`config.mk`:
```
export PLATFORM = sky130hd
export DESIGN_NAME = osc_update_scheduler
export DESIGN_NICKNAME = d
export VERILOG_FILES = /design/src/rtl/osc_pkg.sv /design/src/rtl/osc_state_regfile.sv /design/src/rtl/osc_update_scheduler.sv
export SDC_FILE = /design/constraint.sdc
export NUM_CORES = 1
export LEC_CHECK = 0
export ABC_AREA = 1
export CORE_AREA = 2 2 119 121
export DETAILED_ROUTE_END_ITERATION = 8
export DIE_AREA = 0 0 121 123
export PLACE_DENSITY = 0.78
export SYNTH_ARGS = -nofsm -noshare
export SYNTH_HDL_FRONTEND = slang
export SYNTH_SLANG_ARGS = --single-unit
export TNS_END_PERCENT = 30
```
`constraint.sdc`:
```
create_clock -name clk -period 7.7 [get_ports clk]
set_clock_uncertainty 0.2 [all_clocks]
set_input_delay 1.54 -clock clk [delete_from_list [all_inputs] [get_ports clk]]
set_output_delay 1.54 -clock clk [all_outputs]
set_load 0.01 [all_outputs]
```
`src/rtl/osc_pkg.sv`:
```
// rtl/osc_pkg.sv - shared types and defaults for the oscillator update scheduler
package osc_pkg;

    typedef enum logic [1:0] {
        IDLE  = 2'd0,
        ISSUE = 2'd1,
        WAIT  = 2'd2,
        DONE  = 2'd3
    } state_t;

    localparam int NUM_OSC_DEF    = 8;
    localparam int POT_W_DEF      = 8;
    localparam int THRESH_RST_DEF = 128;
    localparam int RES_TMO_DEF    = 15;

    function automatic int idx_w(input int n);
        return (n < 2) ? 1 : $clog2(n);
    endfunction

endpackage

```
`src/rtl/osc_state_regfile.sv`:
```
// rtl/osc_state_regfile.sv - per-oscillator potential and threshold storage
module osc_state_regfile
    import osc_pkg::*;
#(
    parameter int               NUM_OSC    = NUM_OSC_DEF,
    parameter int               POT_W      = POT_W_DEF,
    parameter logic [POT_W-1:0] THRESH_RST = POT_W'(THRESH_RST_DEF),
    parameter int               IDX_W      = idx_w(NUM_OSC)
) (
    input  logic             clk,
    input  logic             rst,
    input  logic             sch_we,
    input  logic [IDX_W-1:0] sch_idx,
    input  logic [POT_W-1:0] sch_pot,
    input  logic             cfg_we,
    input  logic [IDX_W-1:0] cfg_addr,
    input  logic [POT_W-1:0] cfg_data,
    input  logic [IDX_W-1:0] rd_idx,
    output logic [POT_W-1:0] rd_pot,
    output logic [POT_W-1:0] rd_thresh
);

    localparam int DEPTH = 2 ** IDX_W;

    logic [POT_W-1:0] pot_mem [DEPTH];
    logic [POT_W-1:0] thr_mem [DEPTH];
    logic             cfg_in_range;

    // Extra bit keeps the range test meaningful when NUM_OSC is a power of two
    assign cfg_in_range = {1'b0, cfg_addr} < (IDX_W+1)'(NUM_OSC);

    always_ff @(posedge clk or posedge rst) begin
        if (rst) begin
            for (int i = 0; i < DEPTH; i++) begin
                pot_mem[i] <= '0;
                thr_mem[i] <= THRESH_RST;
            end
        end else begin
            if (sch_we) begin
                pot_mem[sch_idx] <= sch_pot;
            end
            if (cfg_we && cfg_in_range) begin
                thr_mem[cfg_addr] <= cfg_data;
            end
        end
    end

    assign rd_pot    = pot_mem[rd_idx];
    assign rd_thresh = thr_mem[rd_idx];

endmodule

```
`src/rtl/osc_update_scheduler.sv`:
```
// rtl/osc_update_scheduler.sv - sweeps all oscillators through one shared update datapath per tick
module osc_update_scheduler
    import osc_pkg::*;
#(
    parameter int               NUM_OSC    = NUM_OSC_DEF,
    parameter int               POT_W      = POT_W_DEF,
    parameter logic [POT_W-1:0] THRESH_RST = POT_W'(THRESH_RST_DEF),
    parameter int               RES_TMO    = RES_TMO_DEF,
    localparam int              IDX_W      = idx_w(NUM_OSC)
) (
    input  logic               clk,
    input  logic               rst,
    input  logic               enable,
    input  logic               tick,
    input  logic               cfg_we,
    input  logic [IDX_W-1:0]   cfg_addr,
    input  logic [POT_W-1:0]   cfg_data,
    output logic               upd_valid,
    input  logic               upd_ready,
    output logic [IDX_W-1:0]   upd_idx,
    output logic [POT_W-1:0]   upd_pot,
    output logic [POT_W-1:0]   upd_thresh,
    input  logic               res_valid,
    input  logic [POT_W-1:0]   res_pot,
    input  logic               res_spike,
    output logic [NUM_OSC-1:0] spike_vec,
    output logic               spike_pulse,
    output logic               busy,
    output logic               overrun,
    output logic               res_timeout
);

    localparam int TMO_W = $clog2(RES_TMO + 1);

    state_t             state, state_nxt;
    logic [IDX_W-1:0]   idx, idx_nxt;
    logic [TMO_W-1:0]   tmo_cnt;
    logic [NUM_OSC-1:0] acc;
    logic [POT_W-1:0]   thresh_lat;
    logic [POT_W-1:0]   rd_pot, rd_thresh;
    logic               last_idx, tmo_hit, wait_adv, sch_we;

    assign last_idx = (idx == IDX_W'(NUM_OSC - 1));
    assign tmo_hit  = (tmo_cnt == TMO_W'(RES_TMO - 1));
    assign wait_adv = (state == WAIT) && (res_valid || tmo_hit);
    assign sch_we   = (state == WAIT) && res_valid;

    // Reading at idx_nxt lets the threshold be latched on the edge that enters ISSUE;
    // inside ISSUE idx_nxt equals idx, so upd_pot still reflects the current index.
    osc_state_regfile #(
        .NUM_OSC    (NUM_OSC),
        .POT_W      (POT_W),
        .THRESH_RST (THRESH_RST),
        .IDX_W      (IDX_W)
    ) u_regfile (
        .clk       (clk),
        .rst       (rst),
        .sch_we    (sch_we),
        .sch_idx   (idx),
        .sch_pot   (res_pot),
        .cfg_we    (cfg_we),
        .cfg_addr  (cfg_addr),
        .cfg_data  (cfg_data),
        .rd_idx    (idx_nxt),
        .rd_pot    (rd_pot),
        .rd_thresh (rd_thresh)
    );

    always_comb begin
        state_nxt  = state;
        idx_nxt    = idx;
        upd_valid  = 1'b0;
        upd_idx    = idx;
        upd_pot    = '0;
        upd_thresh = '0;
        busy       = (state != IDLE);
        case (state)
            IDLE: begin
                if (tick && enable) begin
                    state_nxt = ISSUE;
                    idx_nxt   = '0;
                end
            end
            ISSUE: begin
                upd_valid  = 1'b1;
                upd_pot    = rd_pot;
                upd_thresh = thresh_lat;
                if (upd_ready) begin
                    state_nxt = WAIT;
                end
            end
            WAIT: begin
                if (wait_adv) begin
                    if (last_idx) begin
                        state_nxt = DONE;
                    end else begin
                        state_nxt = ISSUE;
                        idx_nxt   = idx + IDX_W'(1);
                    end
                end
            end
            DONE: begin
                state_nxt = IDLE;
            end
            default: begin
                state_nxt = IDLE;
            end
        endcase
    end

    always_ff @(posedge clk or posedge rst) begin
        if (rst) begin
            state       <= IDLE;
            idx         <= '0;
            tmo_cnt     <= '0;
            acc         <= '0;
            thresh_lat  <= '0;
            spike_vec   <= '0;
            spike_pulse <= 1'b0;
            overrun     <= 1'b0;
            res_timeout <= 1'b0;
        end else begin
            state       <= state_nxt;
            idx         <= idx_nxt;
            spike_pulse <= 1'b0;
            if (tick && state != IDLE) begin
                overrun <= 1'b1;
            end
            if (state_nxt == ISSUE && state != ISSUE) begin
                thresh_lat <= rd_thresh;
            end
            case (state)
                IDLE: begin
                    if (tick && enable) begin
                        acc <= '0;
                    end
                end
                ISSUE: begin
                    tmo_cnt <= '0;
                end
                WAIT: begin
                    if (res_valid) begin
                        acc[idx] <= res_spike;
                    end else if (tmo_hit) begin
                        acc[idx]    <= 1'b0;
                        res_timeout <= 1'b1;
                    end else begin
                        tmo_cnt <= tmo_cnt + TMO_W'(1);
                    end
                end
                DONE: begin
                    spike_vec   <= acc;
                    spike_pulse <= |acc;
                end
                default: ;
            endcase
        end
    end

endmodule

```
==> flow_summary.toml, run 1 <==
[routing]
drtIter0Drc = 751
dr.pass1.iters = 6
wl_per_cell_um = 15.7
drc = 0
top_layer_used = "met4"
ant_nets = 0
wl_met2_mm = 8.73
route.layer.met1.wl_mm = 8.53
num_vias = 6660
via_per_inst = 5.58
wirelength_mm = 18.7
met3WireLength_mm = 1.05

[final_layout]
syn2layout_area_growth_pct = 17.4
seq_area_mm2 = 0.00411
fill_cells = 1104
drive_above_1_share = 0.0711
n_antenna_cell = 0
fin_nets = 1030
multi_input_area_mm2 = 0.00298
fin_cells = 1193

[critical_path]
r2r-start = "upd_idx[1]"
crit_slowest_cell = "clkdlybuf4s50_1"
path_cells = "clkdlybuf4s50_1 > inv_1 > nand2_2 > nand3_2 > nand2_1 > nand3_1 > buf_4 > o21ai_1 > nor2_1 > nor2_1 > clkdlybuf4s50_1"
critPathArrivalTime_ns = 4.27
crit_path_end_kind = "output port"
required_ns = 5.96
path_class = "in2out"
critPathLaunchType = "input pin"
cp_slowest_stage_delay_ns = 0.55
critPathMaxFanout = 17
critical_path.startpoint = "res_valid"

[run]
drv_cap = 0

[timing]
fmax_mhz = 166
worst_pin_slew_ns = 1.10
min_period_ns = 6.01
slew_headroom = 0.261
setup_tns_ns = 0
finalHoldViolCount = 0
drv_slew = 0
finalSetupViolCount = 0
finalCritPeriodShare = 0.781
rsz0062_at_grt = "no"
layout_setup_ws_ns = 1.69

[logic_synthesis]
syn_area_mm2 = 0.00769
syn_area_per_cell_um2 = 8.02
synthCells = 959
ys_top_cells_by_area = "dfrtp_1 51%, nand2_1 13%, o21ai_0 8.6%"
syn_nets = 989
synthArstFlopShare = 1.00
synth.distinct_cells = 30
yosysWarningCount = 0
synth_seq_cells = 164
yosys.area.top_type = "dfrtp_1"
synth-edff-count = 0
yosysTopAreaCellShare = 0.507
ys_seq_area_frac = 0.535
synth_ff_type = "dfrtp_1"

[place]
place_ws_ns = 1.71
gp_congestion = 0.826
dpl.hpwl_mm = 11.7
io_buffers = 58
dpl.cell_count = 1161

[die]
dieArea_mm2 = 0.0149
rows = 43
die_w_um = 121
start_util = 0.565
die_h_um = 123
coreArea_mm2 = 0.0136
io_pins = 59

[global_route]
grt_pass1_wl_mm = 30.7
grt_start_max_net_pins = 91
grt_pass1_vias = 6201
antenna_found_initial = 0
track_usage = 0.266
overflow = 0

[power]
p_leak_nw = 4.22
sequentialPowerShare = 0.371
irDropWorstVdd_uv = 196
p_switching_mw = 1.18
p_per_area_mw_per_mm2 = 370
p_total_mw = 3.34
power_frac_clock = 0.292
sw_frac_of_total = 0.351
combPwrFrac = 0.336
p_int_mw = 2.17

[run_status]
outcome = "completed"

[min_path]
holdCritStartpoint = "thresh_lat[1]"
min_path_type = "reg2reg"

[clocking]
post-cts-setup-buffers = 0
cts_tree = "done"
htreeDepth = 4
root_buffer = "clkbuf_16"
clock_path_buffers = 2
cts_sinks = 164
cts_buffers = 17
cts_hold_buf = 0
clk_latency_ns = 0.42
clk_pin_slew_ns = 0.06
ctsResizeCount = 0
-- sequential cells by signal, summed over array words and instances, names as in the netlist --
signal,flops
spike_pulse,1
u_regfile.pot_mem,64
res_timeout,1
acc,8
state,2
thresh_lat,8
u_regfile.thr_mem,64
overrun,1
spike_vec,8
tmo_cnt,4
upd_idx,3
-- cell usage in the layout, fill, tap and decap left out, types with 8 or more instances in the layout --
cell type        count
dfrtp_1            156
dfstp_2              8
clkbuf_16           17
nor2_1              46
inv_1               95
a21oi_1             20
nor3_1               8
nand3_1            111
nand3b_1             8
o21ai_1             21
nand2_1            268
clkdlybuf4s50_1     58
o21ai_0            132
buf_4                8
-- metrics by stage --
step	hold slack, ns	utilization	cell area [um^2]
after floorplan	0.244	-	7690
after global placement	0.250	0.613	8350
after detailed placement	0.265	0.613	8350
after CTS	0.280	0.664	9040
after global routing	0.297	0.664	9040
final	0.277	0.664	9040
-- logic make-up after synthesis --
kind of cell | after synthesis | synth area share
simple gates | 461 | 0.257
fa+ha+maj | 3 | 0.00488
buf+inv | 146 | 0.0780
flops | 164 | 0.535
mux | 1 | 0.00146
compound gates | 184 | 0.124
-- worst max-delay path: cells and delay by family --
kind | cells | cell delay [ns]
buf+inv | 4 | 1.56
compound gates | 1 | 0.15
simple gates | 6 | 1.02
-- path summary, 6_finish.rpt --
kind / to / slack, ns / cells past startpoint
min in group asynchronous: u_regfile.pot_mem[1] / 1.43 / 2
setup reg to reg: thresh_lat[7] / 4.74 / 12
setup / recovery: upd_pot[7] / 1.69 / 11
hold reg to reg: thresh_lat[1] / 0.28 / 2
max in group asynchronous: thresh_lat[6] / 4.41 / 3
hold / removal: thresh_lat[1] / 0.28 / 2
-- synthesized netlist by cell type, types with 18 or more instances --
cell,n
o21ai_1,21
nor2_1,46
buf_2,18
a21oi_1,20
o21ai_0,132
clkbuf_1,18
dfrtp_1,156
nand2_1,268
nand3_1,111
inv_1,96
-- area by class of cell --
| class | instances | area share |
|---|---|---|
| flip-flops and latches | 164 | 0.455 |
| repair buffers | 66 | 0.0709 |
| clock inverters | 12 | 0.0246 |
| inverters | 102 | 0.0429 |
| well taps | 180 | 0.0249 |
| clock buffers | 20 | 0.0516 |
| multi-input cells | 649 | 0.330 |
-- power by group through the flow --
stage / Combinational [mW] / Sequential [mW] / Clock, mW
2_1_floorplan: 0.795 / 1.23 / 0
3_3_place_gp: 1.09 / 1.24 / 0
3_5_place_dp: 1.11 / 1.25 / 0
4_1_cts: 1.12 / 1.24 / 0.983
5_1_grt: 1.27 / 1.27 / 1.02
6_report: 1.13 / 1.24 / 0.978
-- routing by layer --
layer / global-route usage / vias to the layer above
li1: - / 3178
met1: 0.377 / 3213
met2: 0.404 / 236
met3: 0.0475 / 33
met4: 0.120 / 0
met5: 0 / -
(Power assumes the default switching activity.)
==> inputs of run 2 (changes only) <==
- clock period: 7.7 -> 5.98 ns (I/O delays scaled with it)
==> flow_summary.toml, run 2 (same netlist as run 1, synthesis figures left out) <==
[place]
dpl.cell_count = 1163
placed_area_mm2 = 0.00836
io_buffers = 58
place_ws_ns = 0.893
gp_congestion = 0.848
dpl.hpwl_mm = 11.9

[clocking]
clk_latency_ns = 0.42
clk_pin_slew_ns = 0.06
ctsResizeCount = 0
cts_tree = "done"
htreeDepth = 4
cts_sinks = 164
post-cts-setup-buffers = 0
clock_path_buffers = 2
root_buffer = "clkbuf_16"
cts_buffers = 17
cts_hold_buf = 0

[timing]
setup_tns_ns = 0
layout_setup_ws_ns = 0.861
hold_ws_ns = 0.257
finalHoldViolCount = 0
rsz0062_at_grt = "no"
worst_pin_slew_ns = 1.01
fmax_mhz = 195
finalSetupViolCount = 0
finalCritPeriodShare = 0.856
min_period_ns = 5.12
drv_slew = 0
slew_headroom = 0.326

[die]
start_util = 0.565
dieArea_mm2 = 0.0149
coreArea_mm2 = 0.0136
io_pins = 59
rows = 43
die_w_um = 121
die_h_um = 123

[final_layout]
n_antenna_cell = 0
final_cell_area_mm2 = 0.00893
fin_cells = 1195
layout_commonest_cell = "nand2_1"
reg.largest.list = "u_regfile.pot_mem (64), u_regfile.thr_mem (64)"
mostFrequentLayoutCells = "268 x nand2_1, 156 x dfrtp_1, 132 x o21ai_0"
fill_cells = 1140
syn2layout_area_growth_pct = 16.0
utilization = 0.656
fin_nets = 1032
drive_above_1_share = 0.0709

[global_route]
grt_pass1_vias = 6178
grt_pass1_wl_mm = 31.0
grt_start_max_net_pins = 76
track_usage = 0.268
overflow = 0
antenna_found_initial = 0

[min_path]
min_path_type = "reg2reg"
min_to = "overrun"
holdCritStartpoint = "overrun"
hold_depth = 1

[run_status]
outcome = "completed"

[routing]
via_per_inst = 5.43
wl_per_cell_um = 15.5
dr.pass1.iters = 6
num_vias = 6487
ant_nets = 0
wirelength_mm = 18.5
drtIter0Drc = 611
drc = 0

[critical_path]
critPathMaxFanout = 25
reg2reg_to = "thresh_lat[4]"
rr_worst_depth = 13
crit_path_end_kind = "output port"
r2r-start = "tmo_cnt[0]"
critPathArrivalTime_ns = 3.72
critPathLaunchType = "input pin"
path_class = "in2out"
r2r_slack_ns = 3.18
required_ns = 4.58

[power]
p_per_area_mw_per_mm2 = 456
p_leak_nw = 4.16
irDropWorstVdd_uv = 233
p_total_mw = 4.07

[run]
drv_cap = 0
run 2: changes by cell type in the layout (fill, tap and decap cells not counted):
cell        delta
clkbuf_8       +3
clkinv_4       -1
clkbuf_1       +2
clkinvlp_4     +3
bufinv_16      -6
buf_4          +2
inv_6          -1
run 2: final cells by class:
cell class                      instances  area (um^2)  area share
Timing Repair Buffer                   68          656      0.0735
Clock inverter                          7         47.5     0.00533
Sequential cell                       164         4110       0.461
Clock buffer                           25          515      0.0578
Inverter                              102          388      0.0435
Multi-Input combinational cell        649         2980       0.334
Tap cell                              180          225      0.0252
run 2: routing by layer:
layer | up-vias | wire, um | GRT usage
met2 | 208 | 8550 | 0.408
met1 | 3054 | 8400 | 0.380
li1 | 3194 | - | -
met5 | - | 0 | 0
met4 | 0 | 383 | 0.0981
met3 | 31 | 1160 | 0.0577
run 2: critical path, stage by stage:
cell	delay, ns
clkdlybuf4s50_1	0.45
inv_1	0.08
nand2_2	0.13
nand3_2	0.09
nand2_1	0.10
nand2_1	0.08
nor2_4	0.53
nand3_1	0.17
nand3_1	0.11
nand2_1	0.05
nor2_1	0.16
clkdlybuf4s50_1	0.56
run 2: where the power goes:
group / switching (mW) / internal [mW]
Sequential: 0.166 / 1.43
Clock: 0.426 / 0.596
Combinational: 0.906 / 0.547
Total: 1.50 / 2.58
run 2: how the worst max path moves through the flow:
stage | startpoint | to | slack [ns] | cells after the start
2_1_floorplan | rst | acc[0] | 0.16 | 1
3_5_place_dp | res_valid | upd_pot[6] | 0.89 | 12
5_1_grt | res_valid | upd_pot[2] | 0.68 | 13
4_1_cts | res_valid | upd_pot[6] | 0.88 | 12
6_report | res_valid | upd_pot[6] | 0.86 | 12
3_3_place_gp | res_valid | upd_pot[6] | 0.95 | 12
